File: src/rtl/light_monitor_if.sv
// light_monitor_if: bundles the light/walk code inputs, fault clear and monitor outputs.
//   master: drives light/walk codes and clear_faults, observes monitor outputs
//   slave : the monitor itself
interface light_monitor_if #(
    parameter int CNT_W = 32
);
    logic [2:0]       north_lights;
    logic [2:0]       north_left_lights;
    logic [2:0]       east_lights;
    logic [2:0]       east_left_lights;
    logic [2:0]       walk_north;
    logic [2:0]       walk_east;
    logic             clear_faults;
    logic [2:0]       phase;
    logic             conflict_fault;
    logic             code_fault;
    logic             seq_fault;
    logic             walk_fault;
    logic [7:0]       skip_count;
    logic [CNT_W-1:0] last_len;
    logic             len_valid;

    modport master (
        output north_lights, north_left_lights, east_lights, east_left_lights,
        output walk_north, walk_east, clear_faults,
        input  phase, conflict_fault, code_fault, seq_fault, walk_fault,
        input  skip_count, last_len, len_valid
    );

    modport slave (
        input  north_lights, north_left_lights, east_lights, east_left_lights,
        input  walk_north, walk_east, clear_faults,
        output phase, conflict_fault, code_fault, seq_fault, walk_fault,
        output skip_count, last_len, len_valid
    );
endinterface

File: src/rtl/light_monitor.sv
// light_monitor: debounces traffic light/walk codes, decodes the phase and latches safety faults.
//   clk   : rising-edge clock
//   reset : asynchronous active-high reset
//   bus   : slave side of light_monitor_if (light/walk codes, clear_faults in;
//           phase, fault flags, skip_count, last_len, len_valid out)
module light_monitor #(
    parameter int STABLE_CYCLES = 4,
    parameter int CNT_W = 32
) (
    input logic            clk,
    input logic            reset,
    light_monitor_if.slave bus
);
    typedef enum logic [2:0] {
        NS_GO = 3'b000, NS_YEL = 3'b001, EW_GO = 3'b010,
        EW_YEL = 3'b011, ALL_RED = 3'b100, INVALID = 3'b111
    } phase_t;
    typedef enum logic [1:0] {G_RED, G_GO, G_YEL, G_MIX} grp_t;

    localparam logic [17:0] ALL_STOP = {6{3'b100}};

    function automatic grp_t grp(input logic [2:0] a, input logic [2:0] b);
        logic g, y;
        g = (a == 3'b001) || (b == 3'b001);
        y = (a == 3'b010) || (b == 3'b010);
        return (a == 3'b100 && b == 3'b100) ? G_RED :
               (g && !y) ? G_GO : (y && !g) ? G_YEL : G_MIX;
    endfunction

    function automatic phase_t decode(input logic [17:0] v);
        grp_t ns, ew;
        ns = grp(v[17:15], v[14:12]);
        ew = grp(v[11:9], v[8:6]);
        return (ew == G_RED && ns == G_GO)  ? NS_GO :
               (ew == G_RED && ns == G_YEL) ? NS_YEL :
               (ns == G_RED && ew == G_GO)  ? EW_GO :
               (ns == G_RED && ew == G_YEL) ? EW_YEL :
               (ns == G_RED && ew == G_RED) ? ALL_RED : INVALID;
    endfunction

    function automatic logic legal(input phase_t a, input phase_t b);
        return (a == NS_GO && b == NS_YEL) || (a == EW_GO && b == EW_YEL) ||
               (a == NS_YEL && (b == EW_GO || b == ALL_RED)) ||
               (a == EW_YEL && (b == NS_GO || b == ALL_RED)) ||
               (a == ALL_RED && (b == NS_GO || b == EW_GO));
    endfunction

    function automatic logic lc_ok(input logic [2:0] c);
        return c == 3'b001 || c == 3'b010 || c == 3'b100;
    endfunction

    function automatic logic wc_ok(input logic [2:0] c);
        return c == 3'b010 || c == 3'b110 || c == 3'b100;
    endfunction

    logic [17:0]      raw, acc_q, acc_d, prev_q, prev_d;
    logic [7:0]       fcnt_q, fcnt_d, fnext, skip_q, skip_d;
    logic [CNT_W-1:0] dur_q, dur_d, dur_inc, last_len_q, last_len_d;
    logic             len_valid_q, len_valid_d;
    logic             conflict_q, conflict_d, code_q, code_d, seq_q, seq_d, walk_q, walk_d;
    phase_t           phase_cur, phase_new;
    logic             chg, both_valid, preempt, bad_seq, code_bad, conflict_set, walk_set;

    assign raw = {bus.north_lights, bus.north_left_lights, bus.east_lights,
                  bus.east_left_lights, bus.walk_north, bus.walk_east};

    always_comb begin
        // prev_q holds last edge's raw sample, so a run continues only while raw repeats
        fnext = (raw == prev_q && fcnt_q != 8'd0) ? fcnt_q + 8'd1 : 8'd1;
        prev_d = raw;
        acc_d = (raw != acc_q && fnext == 8'(STABLE_CYCLES)) ? raw : acc_q;
        fcnt_d = (raw == acc_q || fnext == 8'(STABLE_CYCLES)) ? 8'd0 : fnext;
        // all checks look at the vector being accepted this edge, so faults line up with phase
        phase_cur = decode(acc_q);
        phase_new = decode(acc_d);
        chg = phase_new != phase_cur;
        both_valid = phase_cur != INVALID && phase_new != INVALID;
        preempt = chg && both_valid && !legal(phase_cur, phase_new) &&
                  (phase_new == NS_GO || phase_new == EW_GO);
        bad_seq = chg && both_valid && !legal(phase_cur, phase_new) && !preempt;
        code_bad = !lc_ok(acc_d[17:15]) || !lc_ok(acc_d[14:12]) || !lc_ok(acc_d[11:9]) ||
                   !lc_ok(acc_d[8:6]) || !wc_ok(acc_d[5:3]) || !wc_ok(acc_d[2:0]);
        conflict_set = !code_bad && grp(acc_d[17:15], acc_d[14:12]) != G_RED &&
                       grp(acc_d[11:9], acc_d[8:6]) != G_RED;
        walk_set = ((acc_d[5:3] == 3'b010 || acc_d[5:3] == 3'b110) &&
                    phase_new != NS_GO && phase_new != NS_YEL) ||
                   ((acc_d[2:0] == 3'b010 || acc_d[2:0] == 3'b110) &&
                    phase_new != EW_GO && phase_new != EW_YEL);
        conflict_d = conflict_set || (conflict_q && !bus.clear_faults);
        code_d = code_bad || (code_q && !bus.clear_faults);
        seq_d = bad_seq || (seq_q && !bus.clear_faults);
        walk_d = walk_set || (walk_q && !bus.clear_faults);
        skip_d = preempt ? (bus.clear_faults ? 8'd1 : (&skip_q ? skip_q : skip_q + 8'd1)) :
                 (bus.clear_faults ? 8'd0 : skip_q);
        dur_inc = &dur_q ? dur_q : dur_q + 1'b1;
        dur_d = chg ? '0 : dur_inc;
        last_len_d = chg ? dur_inc : last_len_q;
        len_valid_d = chg;
    end

    always_ff @(posedge clk or posedge reset) begin
        if (reset) begin
            acc_q       <= ALL_STOP;
            prev_q      <= ALL_STOP;
            fcnt_q      <= '0;
            skip_q      <= '0;
            dur_q       <= '0;
            last_len_q  <= '0;
            len_valid_q <= 1'b0;
            conflict_q  <= 1'b0;
            code_q      <= 1'b0;
            seq_q       <= 1'b0;
            walk_q      <= 1'b0;
        end else begin
            acc_q       <= acc_d;
            prev_q      <= prev_d;
            fcnt_q      <= fcnt_d;
            skip_q      <= skip_d;
            dur_q       <= dur_d;
            last_len_q  <= last_len_d;
            len_valid_q <= len_valid_d;
            conflict_q  <= conflict_d;
            code_q      <= code_d;
            seq_q       <= seq_d;
            walk_q      <= walk_d;
        end
    end

    assign bus.phase          = phase_cur;
    assign bus.conflict_fault = conflict_q;
    assign bus.code_fault     = code_q;
    assign bus.seq_fault      = seq_q;
    assign bus.walk_fault     = walk_q;
    assign bus.skip_count     = skip_q;
    assign bus.last_len       = last_len_q;
    assign bus.len_valid      = len_valid_q;
endmodule
File: src/flat_wrapper.sv
// flat-port wrapper written by rule: the top's interface ports become plain ports
module light_monitor_flat 
#(
    parameter int STABLE_CYCLES = 4,
    parameter int CNT_W = 32
)
  (clk, reset, bus_north_lights, bus_north_left_lights, bus_east_lights, bus_east_left_lights, bus_walk_north, bus_walk_east, bus_clear_faults, bus_phase, bus_conflict_fault, bus_code_fault, bus_seq_fault, bus_walk_fault, bus_skip_count, bus_last_len, bus_len_valid);
  light_monitor_if #(.CNT_W(CNT_W)) bus_i ();
  input logic clk;
  input logic reset;
  input wire logic [$bits(bus_i.north_lights)-1:0] bus_north_lights;
  input wire logic [$bits(bus_i.north_left_lights)-1:0] bus_north_left_lights;
  input wire logic [$bits(bus_i.east_lights)-1:0] bus_east_lights;
  input wire logic [$bits(bus_i.east_left_lights)-1:0] bus_east_left_lights;
  input wire logic [$bits(bus_i.walk_north)-1:0] bus_walk_north;
  input wire logic [$bits(bus_i.walk_east)-1:0] bus_walk_east;
  input wire logic [$bits(bus_i.clear_faults)-1:0] bus_clear_faults;
  output wire logic [$bits(bus_i.phase)-1:0] bus_phase;
  output wire logic [$bits(bus_i.conflict_fault)-1:0] bus_conflict_fault;
  output wire logic [$bits(bus_i.code_fault)-1:0] bus_code_fault;
  output wire logic [$bits(bus_i.seq_fault)-1:0] bus_seq_fault;
  output wire logic [$bits(bus_i.walk_fault)-1:0] bus_walk_fault;
  output wire logic [$bits(bus_i.skip_count)-1:0] bus_skip_count;
  output wire logic [$bits(bus_i.last_len)-1:0] bus_last_len;
  output wire logic [$bits(bus_i.len_valid)-1:0] bus_len_valid;
  assign bus_i.north_lights = bus_north_lights;
  assign bus_i.north_left_lights = bus_north_left_lights;
  assign bus_i.east_lights = bus_east_lights;
  assign bus_i.east_left_lights = bus_east_left_lights;
  assign bus_i.walk_north = bus_walk_north;
  assign bus_i.walk_east = bus_walk_east;
  assign bus_i.clear_faults = bus_clear_faults;
  assign bus_phase = bus_i.phase;
  assign bus_conflict_fault = bus_i.conflict_fault;
  assign bus_code_fault = bus_i.code_fault;
  assign bus_seq_fault = bus_i.seq_fault;
  assign bus_walk_fault = bus_i.walk_fault;
  assign bus_skip_count = bus_i.skip_count;
  assign bus_last_len = bus_i.last_len;
  assign bus_len_valid = bus_i.len_valid;
  light_monitor #(.STABLE_CYCLES(STABLE_CYCLES), .CNT_W(CNT_W)) u_core (.clk(clk), .reset(reset), .bus(bus_i));
endmodule
File: config.mk
export PLATFORM = sky130hd
export DESIGN_NAME = light_monitor_flat
export DESIGN_NICKNAME = d
export VERILOG_FILES = /design/src/rtl/light_monitor_if.sv /design/src/rtl/light_monitor.sv /design/src/flat_wrapper.sv
export SDC_FILE = /design/constraint.sdc
export NUM_CORES = 1
export LEC_CHECK = 0
export ABC_AREA = 1
export CORE_MARGIN = 5
export CORE_UTILIZATION = 31
export CTS_CLUSTER_SIZE = 10
export DETAILED_ROUTE_END_ITERATION = 8
export HOLD_SLACK_MARGIN = 0.02
export PLACE_DENSITY = 0.49
export SETUP_SLACK_MARGIN = 0.5
export SYNTH_ARGS = -nofsm -noshare
export SYNTH_HDL_FRONTEND = slang
export SYNTH_SLANG_ARGS = --single-unit
export TNS_END_PERCENT = 30
File: constraint.sdc
create_clock -name clk -period 8.7 [get_ports clk]
set_input_delay 0.87 -clock clk [delete_from_list [all_inputs] [get_ports clk]]
set_output_delay 0.87 -clock clk [all_outputs]
set_load 0.01 [all_outputs]
# --- Yosys cells after proc, flatten, opt, wreduce, memory -nomap -nowiden ---
# Index checks and enable logic that the tools add are counted.
totals:
  ff_bits: 121
  latchBits: 0
  ramBits: 0
  rom_bits: 0
  inputBits: 21
  out_inout_bits: 48
  word_cells: 216
  mem_count: 0
classes:
  n_addsub: 3
  multipliers: 0
  div_mod_pow: 0
  n_lt_le_gt_ge: 0
  eq_ne: 57
  shifts: 0
  muxes: 31
  bitwise_logic: 0
  n_reduce_logical: 114
op_table:
  columns: ["op", "n"]
  rows:
  - ["$mux W32", 2]
  - ["$mux W8", 6]
  - ["$logic_and A1 B1 Y1", 44]
  - ["$eq A3 B2 Y1 const B", 14]
  - ["$eq A3 B3 Y1 const B", 14]
  - ["$logic_or A1 B1 Y1", 38]
  - ["$eq A18 B18 Y1", 2]
  - ["$add A32 B1 Y32 const B", 1]
  - ["$reduce_and A32 Y1", 1]
  - ["$eq A3 B1 Y1 const B", 10]
  - ["$mux W3", 8]
  - ["$mux W2", 10]
  - ["$logic_not A1 Y1", 18]
  - ["$mux W18", 1]
  - ["$ne A18 B18 Y1", 1]
  - ["$add A8 B1 Y8 const B", 2]
  - ["$eq A2 B1 Y1 const B", 4]
  - ["$eq A2 B2 Y1 const B", 4]
  - ["$eq A8 B3 Y1 const B", 1]
  - ["$logic_not A2 Y1", 4]
  - ["$reduce_and A8 Y1", 1]
  - ["$reduce_bool A8 Y1", 1]
  - ["$logic_not A3 Y1", 2]
  - ["$ne A3 B2 Y1 const B", 2]
  - ["other kinds (8)", 14]

# --- Depth between registers and ports, before layout ---
depth:
  depth_word: 32
  ltp_mapped: 30
  mapped_depth_nobuf: 29

# --- Worst setup path after synthesis ---
# OpenSTA, ideal clock, no wires.
synth_path:
  kind: "input -> register"
  startpoint: "in bus_east_left_lights[1]"
  endpoint: "reg u_core.skip_q[0] (netlist: u_core.bus.skip_count[0])"
  setup_time_ns: 0.118
  arrival_ns: 3.206
  required_time_ns: 8.582
  path_slack_ns: 5.376
  stages: 23
  path_buffers: 1
  cell_sequence: "xnor2_1 nand2_1 nor2_1 nand2_1 nor3_1 nand4_2 buf_4 nand2_1 nand2_1 inv_2 nand3_2 nor2_4 nand3_4 nand2_1 inv_1 nand3_1 nand2_2 nand2_4 nand4_4 nand2_4 nand2_4 nand2_1 nand2_1"
synth_between:
  elab_chain_cells: 31
  elab_cells_between_ends: 82
  classes_between: "eq/ne (25); mux (14); reduce/logical (43)"
synth_rtl:
  columns: ["item", "line_no", "rtl"]
  rows:
  - ["start, declared", "flat_wrapper.sv:14", "input wire logic [$bits(bus_i.east_left_lights)-1:0] bus_east_left_lights;"]
  - ["$eq A18 B18 Y1", "light_monitor.sv:69", "fnext = (raw == prev_q && fcnt_q != 8'd0) ? fcnt_q + 8'd1 : 8'd1;"]
  - ["$logic_and A1 B1 Y1", "light_monitor.sv:69", null]
  - ["$mux W8", "light_monitor.sv:69", null]
  - ["$eq A8 B3 Y1", "light_monitor.sv:71", "acc_d = (raw != acc_q && fnext == 8'(STABLE_CYCLES)) ? raw : acc_q;"]
  - ["$logic_and A1 B1 Y1 *", "light_monitor.sv:71", null]
  - ["$mux W18 *", "light_monitor.sv:71", null]
  - ["named net u_core.acc_d[8]", "light_monitor.sv:56", "logic [17:0] raw, acc_q, acc_d, prev_q, prev_d;"]
  - ["$eq A3 B1 Y1", "light_monitor.sv:24", "g = (a == 3'b001) || (b == 3'b001);"]
  - ["[... 16 more ...]", null, null]
  - ["$logic_or A1 B1 Y1", "light_monitor.sv:42", "return (a == NS_GO && b == NS_YEL) || (a == EW_GO && b == EW_YEL) ||"]
  - ["$logic_or A1 B1 Y1", "light_monitor.sv:43", "(a == NS_YEL && (b == EW_GO || b == ALL_RED)) ||"]
  - ["$logic_or A1 B1 Y1", "light_monitor.sv:44", "(a == EW_YEL && (b == NS_GO || b == ALL_RED)) ||"]
  - ["$logic_not A1 Y1", "light_monitor.sv:78", "preempt = chg && both_valid && !legal(phase_cur, phase_new) &&"]
  - ["$logic_and A1 B1 Y1", "light_monitor.sv:78", null]
  - ["$logic_and A1 B1 Y1 *", "light_monitor.sv:78", null]
  - ["$reduce_bool A2 Y1 (no source line)", null, null]
  - ["$reduce_and A2 Y1 (no source line)", null, null]
  - ["end signal, assigned", "light_monitor.sv:118", "skip_q <= skip_d;"]
  - ["end, declared", "light_monitor.sv:57", "logic [7:0] fcnt_q, fcnt_d, fnext, skip_q, skip_d;"]
# The timed path passes the listed nets; every way through them passes the cells marked *.
# A chain may end at the register's enable or synchronous reset.

# --- Worst setup path after layout ---
layout_path:
  startpoint: "in bus_north_lights[2]"
  endpoint: "reg u_core.last_len_q[19] (netlist: u_core.bus.last_len[19])"
layout_between:
  elab_chain_cells: 21
  elab_cells_between_ends: 56
  classes_between: "eq/ne (20); mux (13); reduce/logical (23)"
layout_rtl:
  columns: ["item", "line_no", "rtl"]
  rows:
  - ["start, declared", "flat_wrapper.sv:11", "input wire logic [$bits(bus_i.north_lights)-1:0] bus_north_lights;"]
  - ["$eq A18 B18 Y1", "light_monitor.sv:69", null]
  - ["$logic_and A1 B1 Y1", "light_monitor.sv:69", null]
  - ["$mux W8", "light_monitor.sv:69", null]
  - ["$eq A8 B3 Y1", "light_monitor.sv:71", null]
  - ["$logic_and A1 B1 Y1 *", "light_monitor.sv:71", null]
  - ["$mux W18 *", "light_monitor.sv:71", null]
  - ["named net u_core.acc_d[11]", "light_monitor.sv:56", null]
  - ["$eq A3 B1 Y1", "light_monitor.sv:24", null]
  - ["[... 6 more ...]", null, null]
  - ["$logic_not A2 Y1", "light_monitor.sv:34, light_monitor.sv:35, light_monitor.sv:38", null]
  - ["$logic_and A1 B1 Y1", "light_monitor.sv:38", "(ns == G_RED && ew == G_RED) ? ALL_RED : INVALID;"]
  - ["$mux W2", "light_monitor.sv:38", null]
  - ["$mux W3", "light_monitor.sv:37", "(ns == G_RED && ew == G_YEL) ? EW_YEL :"]
  - ["$mux W3", "light_monitor.sv:36", "(ns == G_RED && ew == G_GO) ? EW_GO :"]
  - ["$mux W3", "light_monitor.sv:35", "(ew == G_RED && ns == G_YEL) ? NS_YEL :"]
  - ["$mux W3 *", "light_monitor.sv:34", "return (ew == G_RED && ns == G_GO) ? NS_GO :"]
  - ["$ne A3 B3 Y1 *", "light_monitor.sv:76", "chg = phase_new != phase_cur;"]
  - ["end signal, assigned", "light_monitor.sv:120", "last_len_q <= last_len_d;"]
  - ["end, declared", "light_monitor.sv:58", "logic [CNT_W-1:0] dur_q, dur_d, dur_inc, last_len_q, last_len_d;"]
# Marks and branches as above.

==> qor.tcl <==
set qor(worst_path_largest_cell_delay_ns) 0.60
set qor(crit_chain) {clkdlybuf4s50_1 > inv_1 > nand2_1 > nand2_1 > nor2_1 > nand2_1 > nor2_1 > nand4_2 > nand4_2 > nand2_1 > nand2_1 > nand3_2 > nor2_4 > nand3_1 > nand2_1 > inv_1 > nand2_1 > nand2_1 > nand2_2 > nand2_4 > inv_4 > nand2_1 > o21ai_1}
set qor(worst_r2r_path_depth) 22
set qor(critical_path_depth) 23
set qor(cts.sinks) 121
set qor(synth.cells.most_frequent) {sky130_fd_sc_hd__nand2_1, sky130_fd_sc_hd__nor2_1, sky130_fd_sc_hd__inv_1}
set qor(cts_made_buffers) 17
set qor(timing.final.hold_violations) 0
set qor(status) {completed}
set qor(top_usage_layer) {met2}
set qor(ctsHoldBuffers) 0
set qor(setup_violators_final) 0
set qor(clock_path_buffers) 2
set qor(grt_setup_unrepaired) {no}
set qor(power.static_leakage_uw) 0.00398
set qor(route.detailed.drc) 0
set qor(total_internal_power_uw) 971
set qor(hp-class) {reg2reg}
set qor(yosys_warn_count) 0
set qor(max-vdd-ir-drop_v) 0.000127
set qor(total_inserted_antenna_cells) 0
set qor(cts_htree_levels) 4
set qor(drt_pass1_iterations) 4
set qor(syn_inst) 886
set qor(post_dp_hpwl_um) 11900
set qor(die_height_um) 157
set qor(final_estimated_routing_congestion_in_global_placement) 0.860
set qor(ys_dominant_reg_cell) {sky130_fd_sc_hd__dfrtp_1}
set qor(synth-seq-cells) 121
set qor(p_seq_share_pct) 43.4
set qor(cts_setup_buffers) 0
set qor(worst-setup-path-type) {in2reg}
set qor(fin_worst_skew_ns) 0.0138
set qor(drv_cap) 0
set qor(initial_antenna_violation_count) 0
set qor(slew_viol_final) 0
set qor(worstPathRequired_ns) 9.03
set qor(reg2reg_from) {u_core.prev_q[17]}
set qor(synth_nets) 911
set qor(nNetsFinal) 985
set qor(synth_area_leaders) {sky130_fd_sc_hd__dfrtp_1, sky130_fd_sc_hd__nand2_1, sky130_fd_sc_hd__nor2_1}
set qor(critical_path.reg2reg.endpoint) {u_core.bus.last_len[19]}
set qor(grt_pass1_wl_um) 27000
set qor(r2r_slack_ns) 4.34
set qor(p_per_area_nw_per_um2) 159
set qor(cell_taking_the_most_area_after_synthesis) {sky130_fd_sc_hd__dfrtp_1}
set qor(yosysUniqueCellTypes) 43
set qor(grt_use_met2_pct) 20.4
set qor(synth_most_common_cell) {sky130_fd_sc_hd__nand2_1}
set qor(clock_latency_ns) 0.41
set qor(critical_path.n_buffers_inverters) 4
set qor(globalRouteMet3Util_pct) 2.86
set qor(core_footprint_sq_um) 21200
set qor(critical_path.most_common_cell) {sky130_fd_sc_hd__nand2_1}
set qor(cts.reportedPaths.clkPinSlew_ns) 0.06
set qor(iteration_0_drc_markers) 308
set qor(routed_via_density) 4.44
set qor(post-route-cell-area_sq_um) 8250
set qor(drt_antenna_net_count) 0
set qor(clock_power_share_pct) 52.3
set qor(routed_wl_um) 16000
set qor(routedWlPerCell_um) 12.9
set qor(crit_end_category) {flop}
set qor(worst_setup_path_endpoint) {u_core.bus.last_len[19]}
set qor(globalRoute.totalOverflow) 0
set qor(arrival_ns) 5.31
set qor(tns_ns) 0
set qor(vias) 5545
set qor(die_area_sq_um) 24700
set qor(area_growth_pct) 22.7
set qor(period_needed_ns) 4.98
set qor(clock_tree.root_cell) {sky130_fd_sc_hd__clkbuf_16}
set qor(critPathTopFamily) {simple AND/OR/NAND/NOR gates}
set qor(crit_path_start_kind) {primary input}
set qor(power.share.switching_pct) 26.1
set qor(synth_area_per_cell_sq_um) 7.59
set qor(area_share_of_the_leading_cell_type_in_the_synthesized_netlist_pct) 40.6
set qor(power_frac_comb_pct) 4.3
set qor(synth.cell_area_sq_um) 6720
set qor(period_share_pct) 57.2
set qor(cts_repair_resize_count) 0
set qor(power_uw) 1310
set qor(power.switching_uw) 344
set qor(cp_max_fanout) 62
set qor(grt_max_degree) 73
set qor(worst_slew_margin_rel_pct) 38.6
set qor(critical_path_launch_point) {bus_north_lights[2]}
set qor(dieWidth_um) 157
set qor(fill_cells) 2246
set qor(floorplan.rows) 53
set qor(number_of_enable_type_register_cells_in_the_synthesized_netlist) 0
set qor(drive_gt1_share_pct) 10.5
set qor(placement.cell_area_sq_um) 7670
set qor(numPortBuffers) 68
set qor(sequential_to_total_area_share_from_yosys_stat_pct) 45.3
set qor(first_global_vias) 5320
set qor(final_core_utilization_pct) 38.9
set qor(use_met1_pct) 19.8
set qor(worstMarginPinSlew_ns) 0.921
set qor(boundaryPins) 69
set qor(clock_tree_from_tritoncts) {built}
set qor(global_route.usage.total_pct) 13.6
set qor(synthArstFlopShare_pct) 100
set qor(initial_utilization_pct) 31.7
set qor(critical-path-slowest-cell) {sky130_fd_sc_hd__clkdlybuf4s50_1}
set qor(timing.fmax_ghz) 0.201
power by group through the flow:
stage,sequential (uW),combinational [uW],clock (uW)
2_1_floorplan,581,31.3,0
3_3_place_gp,581,57.1,0
3_5_place_dp,581,57.3,0
4_1_cts,571,57.4,713
5_1_grt,571,65.1,738
6_report,571,55.9,688
worst reg2reg max path, stage by stage, from the launching register on:
cell	delay [ns]
sky130_fd_sc_hd__dfstp_2	0.54
sky130_fd_sc_hd__inv_1	0.05
sky130_fd_sc_hd__nand2_1	0.05
sky130_fd_sc_hd__nand2_1	0.05
sky130_fd_sc_hd__nor2_1	0.22
sky130_fd_sc_hd__nand2_1	0.08
sky130_fd_sc_hd__nor2_1	0.19
sky130_fd_sc_hd__nand4_2	0.39
sky130_fd_sc_hd__nand4_2	0.56
sky130_fd_sc_hd__nand2_1	0.10
sky130_fd_sc_hd__nand2_1	0.15
sky130_fd_sc_hd__nand3_2	0.12
sky130_fd_sc_hd__nor2_4	0.25
sky130_fd_sc_hd__nand3_1	0.18
sky130_fd_sc_hd__nand2_1	0.10
sky130_fd_sc_hd__inv_1	0.07
sky130_fd_sc_hd__nand2_1	0.06
sky130_fd_sc_hd__nand2_1	0.07
sky130_fd_sc_hd__nand2_2	0.10
sky130_fd_sc_hd__nand2_4	0.23
sky130_fd_sc_hd__inv_4	0.53
sky130_fd_sc_hd__nand2_1	0.12
sky130_fd_sc_hd__o21ai_1	0.09
final cells by class:
| cell class | instances | area [sq um] | share of cell area, % |
|---|---|---|---|
| Clock buffer | 17 | 425 | 5.16 |
| Tap cell | 275 | 344 | 4.17 |
| Inverter | 131 | 497 | 6.02 |
| Timing Repair Buffer | 69 | 688 | 8.34 |
| Sequential cell | 121 | 3040 | 36.9 |
| Multi-Input combinational cell | 620 | 3100 | 37.6 |
| Clock inverter | 15 | 151 | 1.83 |
kinds of logic (layout without fill, tap and decap cells):
logic type	after synthesis	in the layout	share of synthesized area (%)
AOI/OAI and AO/OA	53	53	4.21
xor gates and xnor gates	52	52	6.77
adders and majority gates	4	4	0.744
buffers and inverters	145	232	8.60
DFF	121	121	45.3
muxes	3	3	0.484
and+or+nand+nor	508	508	33.9
metrics by stage:
| step | std cells | hold slack (ns) | setup slack, ns |
|---|---|---|---|
| floorplan | 886 | 0.503 | 4.64 |
| global placement | 1216 | 0.469 | 3.40 |
| detailed placement | 1216 | 0.465 | 3.32 |
| CTS | 1248 | 0.483 | 3.75 |
| global route | 1248 | 0.507 | 3.19 |
| finish | 1248 | 0.478 | 3.72 |
cell usage in the layout, fill, tap and decap left out, types with 2 or more instances in the layout:
cell / count
sky130_fd_sc_hd__nand2_1: 248
sky130_fd_sc_hd__nor2_1: 119
sky130_fd_sc_hd__inv_1: 116
sky130_fd_sc_hd__dfrtp_1: 109
sky130_fd_sc_hd__clkdlybuf4s50_1: 68
sky130_fd_sc_hd__nand3_1: 53
sky130_fd_sc_hd__xor2_1: 30
sky130_fd_sc_hd__o21ai_1: 27
sky130_fd_sc_hd__nand4_1: 25
sky130_fd_sc_hd__xnor2_1: 22
sky130_fd_sc_hd__clkbuf_16: 17
sky130_fd_sc_hd__o21ai_0: 14
sky130_fd_sc_hd__nand2_2: 14
sky130_fd_sc_hd__nor3_1: 13
sky130_fd_sc_hd__dfstp_2: 12
sky130_fd_sc_hd__inv_2: 11
sky130_fd_sc_hd__inv_8: 6
sky130_fd_sc_hd__a21oi_1: 5
sky130_fd_sc_hd__or2_2: 5
sky130_fd_sc_hd__nor2_2: 5
sky130_fd_sc_hd__nand3_2: 5
sky130_fd_sc_hd__inv_6: 5
sky130_fd_sc_hd__o31ai_1: 4
sky130_fd_sc_hd__ha_1: 4
sky130_fd_sc_hd__nor2_4: 3
sky130_fd_sc_hd__nand2_4: 3
sky130_fd_sc_hd__inv_4: 2
sky130_fd_sc_hd__nor3b_1: 2
sky130_fd_sc_hd__clkinv_1: 2
sky130_fd_sc_hd__nand4_2: 2
sky130_fd_sc_hd__nor3_2: 2
sky130_fd_sc_hd__nor4_1: 2
sky130_fd_sc_hd__mux2_2: 2
sky130_fd_sc_hd__clkinvlp_4: 2
metal layers:
| layer | vias to the layer above | routed length [um] |
|---|---|---|
| li1 | 2919 | - |
| met1 | 2541 | 8360 |
| met2 | 69 | 7050 |
| met3 | 16 | 442 |
| met4 | 0 | 197 |
| met5 | - | 0 |
sequential cells by signal (all words and copies together) (netlist names):
name	flops
u_core.bus.code_fault	1
u_core.bus.conflict_fault	1
u_core.bus.skip_count	8
u_core.fcnt_q	8
u_core.acc_q	18
u_core.bus.last_len	32
u_core.dur_q	32
u_core.prev_q	18
u_core.bus.seq_fault	1
u_core.bus.len_valid	1
u_core.bus.walk_fault	1
how the worst min path moves through the flow:
stage	from	endpoint	slack, ns	depth (start not counted)
4_1_cts	u_core.bus.last_len[29]	u_core.bus.last_len[29]	0.48	2
5_1_grt	u_core.bus.last_len[0]	u_core.bus.last_len[0]	0.51	2
6_report	u_core.bus.last_len[29]	u_core.bus.last_len[29]	0.48	2
3_5_place_dp	u_core.bus.last_len[29]	u_core.bus.last_len[29]	0.47	2
2_1_floorplan	u_core.acc_q[17]	u_core.acc_q[17]	0.50	2
3_3_place_gp	u_core.bus.seq_fault	u_core.bus.seq_fault	0.47	2
Note: power is estimated with default switching activity, not from simulation.
